**config.mk**
```make
export PLATFORM = sky130hd
export DESIGN_NAME = netlist_stream_evaluator
export DESIGN_NICKNAME = d
export VERILOG_FILES = /design/src/rtl/netlist_stream_evaluator.sv
export SDC_FILE = /design/constraint.sdc
export NUM_CORES = 1
export LEC_CHECK = 0
export ABC_CLOCK_PERIOD_IN_PS = 12550
export BUFFER_PORTS_ARGS = -buffer_cell sky130_fd_sc_hd__buf_4
export CORE_MARGIN = 3
export CORE_UTILIZATION = 31
export CTS_CLUSTER_DIAMETER = 120
export DETAILED_ROUTE_END_ITERATION = 10
export PLACE_DENSITY = 0.55
export SLEW_MARGIN = 15
export SYNTH_ARGS = -nofsm -noshare
export SYNTH_HDL_FRONTEND = slang
export SYNTH_SLANG_ARGS = --single-unit
```
**constraint.sdc**
```tcl
create_clock -name clk -period 12.55 [get_ports clk]
set_clock_uncertainty 0.2 [all_clocks]
set_input_delay 3.765 -clock clk [delete_from_list [all_inputs] [get_ports clk]]
set_output_delay 3.765 -clock clk [all_outputs]
set_load 0.05 [all_outputs]
```
**src/rtl/netlist_stream_evaluator.sv**
```systemverilog
// rtl/netlist_stream_evaluator.sv - streaming gate-level netlist evaluator
// Consumes gate/OUT records against a one-bit value file and captures primary outputs.
module netlist_stream_evaluator #(
  parameter int ID_W   = 7,
  parameter int NUM_PI = 14,
  parameter int NUM_PO = 8,
  parameter int CNT_W  = 10
) (
  input  logic              clk,
  input  logic              rst_n,
  input  logic              start,
  input  logic [NUM_PI-1:0] pi_vec,
  input  logic              rec_valid,
  output logic              rec_ready,
  input  logic [3:0]        rec_op,
  input  logic [ID_W-1:0]   rec_dst,
  input  logic [ID_W-1:0]   rec_a,
  input  logic [ID_W-1:0]   rec_b,
  input  logic              rec_last,
  output logic              busy,
  output logic              done,
  output logic [NUM_PO-1:0] po_vec,
  output logic              po_valid,
  output logic              err,
  output logic [CNT_W-1:0]  gate_cnt
);
  localparam int NETS = 2 ** ID_W;
  localparam int PO_W = $clog2(NUM_PO);

  typedef enum logic [1:0] {IDLE, RUN, DRAIN, DONE} state_t;
  state_t state, state_next;

  logic [NETS-1:0] nets, written;
  logic            s1_valid;
  logic [3:0]      s1_op;
  logic [ID_W-1:0] s1_dst, s1_a, s1_b;
  logic            accept, start_ok;
  logic            va, vb, wa, wb, uses_b, is_gate, is_out, fault, res;

  assign start_ok = start && (state == IDLE || state == DONE);
  assign accept   = rec_valid && rec_ready;

  always_ff @(posedge clk or negedge rst_n) begin
    if (!rst_n) state <= IDLE;
    else        state <= state_next;
  end

  always_comb begin
    state_next = state;
    rec_ready  = 1'b0;
    busy       = 1'b0;
    case (state)
      IDLE:  if (start) state_next = RUN;
      RUN: begin
        rec_ready = 1'b1;
        busy      = 1'b1;
        if (rec_valid && rec_last) state_next = DRAIN;
      end
      DRAIN: begin
        busy       = 1'b1;
        state_next = DONE;
      end
      DONE:  if (start) state_next = RUN;
      default: state_next = IDLE;
    endcase
  end

  // The record in S1 reads the value file directly, so the write made by the
  // previous record on the preceding edge is already visible: no stall needed.
  always_comb begin
    va      = nets[s1_a];
    vb      = nets[s1_b];
    wa      = written[s1_a];
    wb      = written[s1_b];
    is_gate = (s1_op < 4'd8);
    is_out  = (s1_op == 4'd8);
    uses_b  = (s1_op >= 4'd2) && (s1_op <= 4'd7);
    fault   = !(is_gate || is_out) || !wa || (uses_b && !wb) ||
              (is_gate && (s1_dst < ID_W'(NUM_PI)));
    case (s1_op[2:0])
      3'd0: res = va;
      3'd1: res = ~va;
      3'd2: res = va & vb;
      3'd3: res = ~(va & vb);
      3'd4: res = va | vb;
      3'd5: res = ~(va | vb);
      3'd6: res = va ^ vb;
      3'd7: res = ~(va ^ vb);
    endcase
  end

  always_ff @(posedge clk or negedge rst_n) begin
    if (!rst_n) begin
      nets     <= '0;
      written  <= '0;
      s1_valid <= 1'b0;
      s1_op    <= '0;
      s1_dst   <= '0;
      s1_a     <= '0;
      s1_b     <= '0;
      done     <= 1'b0;
      po_vec   <= '0;
      po_valid <= 1'b0;
      err      <= 1'b0;
      gate_cnt <= '0;
    end else begin
      s1_valid <= accept;
      if (accept) begin
        s1_op  <= rec_op;
        s1_dst <= rec_dst;
        s1_a   <= rec_a;
        s1_b   <= rec_b;
      end
      done <= (state == DRAIN);
      if (state == DRAIN) po_valid <= 1'b1;
      if (start_ok) begin
        nets     <= {{(NETS-NUM_PI){1'b0}}, pi_vec};
        written  <= {{(NETS-NUM_PI){1'b0}}, {NUM_PI{1'b1}}};
        po_vec   <= '0;
        err      <= 1'b0;
        gate_cnt <= '0;
        po_valid <= 1'b0;
      end else if (s1_valid) begin
        if (fault) begin
          err <= 1'b1;
        end else if (is_out) begin
          po_vec[s1_dst[PO_W-1:0]] <= va;
        end else begin
          nets[s1_dst]    <= res;
          written[s1_dst] <= 1'b1;
          if (gate_cnt != '1) gate_cnt <= gate_cnt + CNT_W'(1);
        end
      end
    end
  end
endmodule

```
# Yosys cells after proc, flatten, opt, wreduce, memory -nomap -nowiden

Cells that the tools add are included.
Widths: inputs -> output; s select.

$mul: 0
Equal/unequal tests: 16
Order comparisons: 10
Shift operators: 0
Multiplexer cells: 42
Divide/modulo/power cells: 0
Add/subtract/negate cells: 1
Reduce and logical (&&, ||, !) cells: 30
Bitwise operators: 8

Operator list:

| cell                  | number |
|---|---|
| $mux 128              | 8 |
| $bwmux 128            | 1 |
| $or 128x128->128      | 1 |
| $mux 10               | 5 |
| $mux 8                | 4 |
| $bmux 1 s7            | 4 |
| $lt 7x8->1 const B    | 3 |
| $mux 1                | 13 |
| $eq 3x3->1 const B    | 4 |
| $add 10x1->10 const B | 1 |
| $ne 10x10->1 const B  | 1 |
| $reduce_bool 2->1     | 5 |
| $bwmux 8              | 1 |
| $logic_and 1x1->1     | 8 |
| $pmux 1 s8            | 1 |
| $demux 1 s7           | 1 |
| $ge 7x1->1 const B    | 1 |
| $lt 7x4->1 const B    | 1 |
| $eq 3x2->1 const B    | 2 |
| $ne 2x2->1 const B    | 3 |
| $pmux 2 s3            | 1 |
| $reduce_and 3->1      | 2 |
| $logic_or 1x1->1      | 5 |
| $eq 2x2->1 const B    | 2 |
| 21 further kinds      | 29 |

Memories: 0
Bits in latches: 0
Register bits: 305
Bits in read-only memories: 0
Logic and storage cells: 120
Output and inout bits: 23
Bits of input ports: 44
Memory bits (writable): 0

# Longest topological paths before layout

Word-level depth: 10
Depth in mapped cells: 20
Gate-level depth less buffers: 13

# Least setup slack after synthesis

Ideal clock, no wire load.

Kind: input -> register
Start point: input port start
End point: register gate_cnt[4]
Path buffers: 3
Setup time: 0.110 ns
Setup slack: 7.016 ns
Cell stages on the path: 6
Data arrival time: 5.224 ns
Required time: 12.240 ns
Path through: nand2_1 > clkbuf_1 > clkbuf_1 > clkbuf_1 > o311ai_0 > o41ai_1

Word-level cells in the longest chain between the ends: 3
Elaborated cells between the ends (all ways): 7
Those cells by class: 2 x eq/ne; 1 x mux; 4 x reduce/logical

RTL lines:

| element                                                                 | RTL line | RTL |
|---|---|---|
| start: declaration                                                      | 11       | `input logic start,` |
| $logic_and 1x1->1 (*)                                                   | 40       | `assign start_ok = start && (state == IDLE \|\| state == DONE);` |
| $ne 2x2->1 (no source line) / $reduce_bool 2->1 (equally long branches) | n/a      |  |
| $reduce_and 4->1 (no source line)                                       | n/a      |  |
| end signal: assignment                                                  | 131      | `if (gate_cnt != '1) gate_cnt <= gate_cnt + CNT_W'(1);` |
| end: declaration                                                        | 25       | `output logic [CNT_W-1:0] gate_cnt` |

Every way passes the cells marked *; elsewhere a longest branch is shown, timed or not.
A chain may end at the register's enable or synchronous reset.

# Worst setup path after layout

Start point: register s1_b[0]
End point: register written[45]

Word-level cells in the longest chain between the ends: 8

RTL lines:

| element                           | RTL line | RTL |
|---|---|---|
| start: declaration                | 36       | `logic [ID_W-1:0] s1_dst, s1_a, s1_b;` |
| start signal: assignment          | 112      | `s1_b <= rec_b;` |
| $bmux 1 s7                        | 74       | `wb = written[s1_b];` |
| $mux 1 (implied by the code)      | 74       |  |
| $logic_not 1->1                   | 78       | `fault = !(is_gate \|\| is_out) \|\| !wa \|\| (uses_b && !wb) \|\|` |
| $logic_and 1x1->1                 | 78       |  |
| $logic_or 1x1->1 (2 in series)    | 78       |  |
| $ne 2x2->1 (no source line)       | n/a      |  |
| $reduce_and 3->1 (no source line) | n/a      |  |
| end signal: assignment            | 118      | `written <= {{(NETS-NUM_PI){1'b0}}, {NUM_PI{1'b1}}};` |
| end: declaration                  | 33       | `logic [NETS-1:0] nets, written;` |

Every way passes these cells. The select of a mux whose other input is x is not followed.

==> out/results.ini <==
[routing]
via_per_inst=6.06
drtPass1Iterations=6
drt.antenna.violating_nets=0
wl_um=56200
vias=13000
drt-initial-drc-count=1410
drc=0
wire_per_inst_um=26.2

[yosys]
netlist_top_cells_area=dfrtp_1 (46%), mux4_2 (18%), o21a_1 (4.5%)
synthFlopType=dfrtp_1
syn_nets=1498
netlist.area_leader.share=0.457
ys_warn_count=0
synth.distinct_cells=63
netlist_area_mm2=0.0167
synth.avg_cell_area_um2=11.5
synth_seq_cells=305
yosys.area.top_type=dfrtp_1
ys_top_cells_by_count=dfrtp_1 (305), nand2_1 (172), mux4_2 (136)
yosysMostFrequentCell=dfrtp_1
synthArstFlopShare=1.00
synth_edf_count=0
synthCells=1448
seq_area_frac_synth=0.457

[die]
chipWidth_um=238
num_rows=84
ios=67
start_util=0.315
dieArea_mm2=0.0567
die_h_um=238
fp.coreArea_mm2=0.0530

[grt]
grt_usage=0.198
grt-ovfl-total=0
grt_pass1_wl_um=85100
grt_max_degree=190
grt_pass1_vias=13100
grt_antenna_before_repair=3

[setup_path]
worst-setup-path-type=reg -> reg
r2r-end=written[45]
crit_top_cell=buf_4
critical_path.cell_chain=buf_4 > mux4_2 > a2111oi_0 > a311o_1 > a32oi_1 > o211ai_1 > buf_4 > buf_4 > nor3_1 > o21a_1
path_max_fanout=65
arrival_ps=6650
r2r_slack_ps=6140
critPathSlowestCell=o211ai_1
end_kind=flop
crit_path_start=s1_b[0]
startpoint_type=flop
crit-reg2reg-launch=s1_b[0]
crit_required_ps=12790
slowest_delay_ps=980
r2r_cells=10

[pwr]
p_leak_nw=7.65
clkPwrFrac=0.284
power.density_mw_per_mm2=204
p_total_mw=3.84
peakVddDrop_uv=145
p_switching_mw=1.66
pwr-share-seq=0.332
pwr-share-comb=0.384
switching_share=0.432
power.internal_mw=2.19

[min_path]
hold_path.class=reg -> reg
min_to=written[2]
hold_depth=1
hp-start=written[2]

[sta]
rsz0062_at_grt=no
relSlewSlack=0.142
maxSlewViolCount=0
hold_viol_final=0
tightest_slew_ps=1280
fin_crit_ps=6410
setup_viol=0
hold_ws_ps=293
setup_tns_ps=0
fmax_mhz=156
period_share=0.511

[clock_network]
cts_tree=yes
cts_setup_buffers=0
cts-root-buf=clkbuf_16
path_clk_slew_ps=60
htree_levels=2
cts_hold_buffers=0
ctsResizeCount=0
numCtsBuffers=38
cts_max_path_buffers=3
clock_latency_ps=550
cts_sinks=305

[finish]
seq_area_mm2=0.00765
drive_gt1_frac=0.229
nFillCells=5224
fin_nets=1481
multi_input_area_mm2=0.00831
area_delta_synth_final_pct=13.0

[placed_design]
gp_congestion=0.869
hpwl_um=35100
io_buffers=66

[outcome]
status=finished clean

[job]
drv_cap=0

-- worst max-delay path, delay by kind of cell (launching register included) --
family	cells	cell delay, ps
simple gates	1	230
mux	1	610
compound gates	5	2270
buf+inv	3	2100
flops	1	730
-- layout by cell type, fill, tap and decap left out, types with 21 or more instances in the layout --
master / synthesis / routed
nand2_1: 172 / 171
o21a_1: 99 / 99
clkbuf_16: 0 / 41
nor3_1: 103 / 103
inv_1: 25 / 25
a21oi_1: 39 / 39
nor2_1: 39 / 38
nand3_1: 21 / 21
o22ai_1: 105 / 105
mux2i_1: 31 / 30
dfrtp_1: 305 / 301
buf_4: 17 / 89
mux4_2: 136 / 136
mux2_2: 27 / 27
-- flip-flops by register name, indices dropped and copies added, names as in the netlist, 4 cells and up --
name	flops
gate_cnt	10
nets	128
po_vec	8
s1_a	7
s1_b	7
s1_dst	7
s1_op	4
written	128
-- cell type report --
type,count,share of cell area
Antenna cell,1,0.000133
Clock buffer,60,0.0614
Clock inverter,10,0.00425
Inverter,27,0.00537
Multi-Input combinational cell,968,0.441
Sequential cell,305,0.405
Tap cell,688,0.0456
Timing Repair Buffer,91,0.0373
-- cell families after synthesis --
family                     count (synthesis)  share of synthesized area
AOI/OAI and AO/OA                        358                      0.154
adders and majority gates                  6                    0.00450
buffers and inverters                    175                     0.0468
DFF                                      305                      0.457
muxes                                    196                      0.222
and+or+nand+nor                          408                      0.116
-- per-stage QoR --
step                      utilization  area (µm²)  worst slack [ps]  cells
after CTS                       0.356       18900              6150   2149
after detailed placement        0.333       17600              6140   2079
after floorplan                     -       16700              7020   1448
after global placement          0.333       17600              6150   2079
final                           0.356       18900              6140   2150
after global routing            0.356       18900              5790   2149
-- how the worst max path moves through the flow --
stage,to,cells after the start,slack [ps]
after floorplan,gate_cnt[4],6,7020
after global placement,written[95],3,6150
after detailed placement,written[123],3,6140
after CTS,written[45],10,6150
after global routing,written[45],11,5790
final,written[45],10,6140
-- power by group through the flow --
stage | clock network (mW) | registers, mW | logic [mW]
floorplan | 0 | 1.14 | 1.13
global placement | 0 | 1.28 | 1.46
detailed placement | 0 | 1.29 | 1.46
CTS | 1.11 | 1.27 | 1.47
global route | 1.15 | 1.29 | 1.57
finish | 1.09 | 1.27 | 1.48
-- metal layers --
metal	global-route usage	part of all wire
met5	0	0
met1	0.273	0.41
met4	0.0806	0.036
met2	0.296	0.45
met3	0.0531	0.10
No activity file was read; power rests on OpenSTA's default activity.
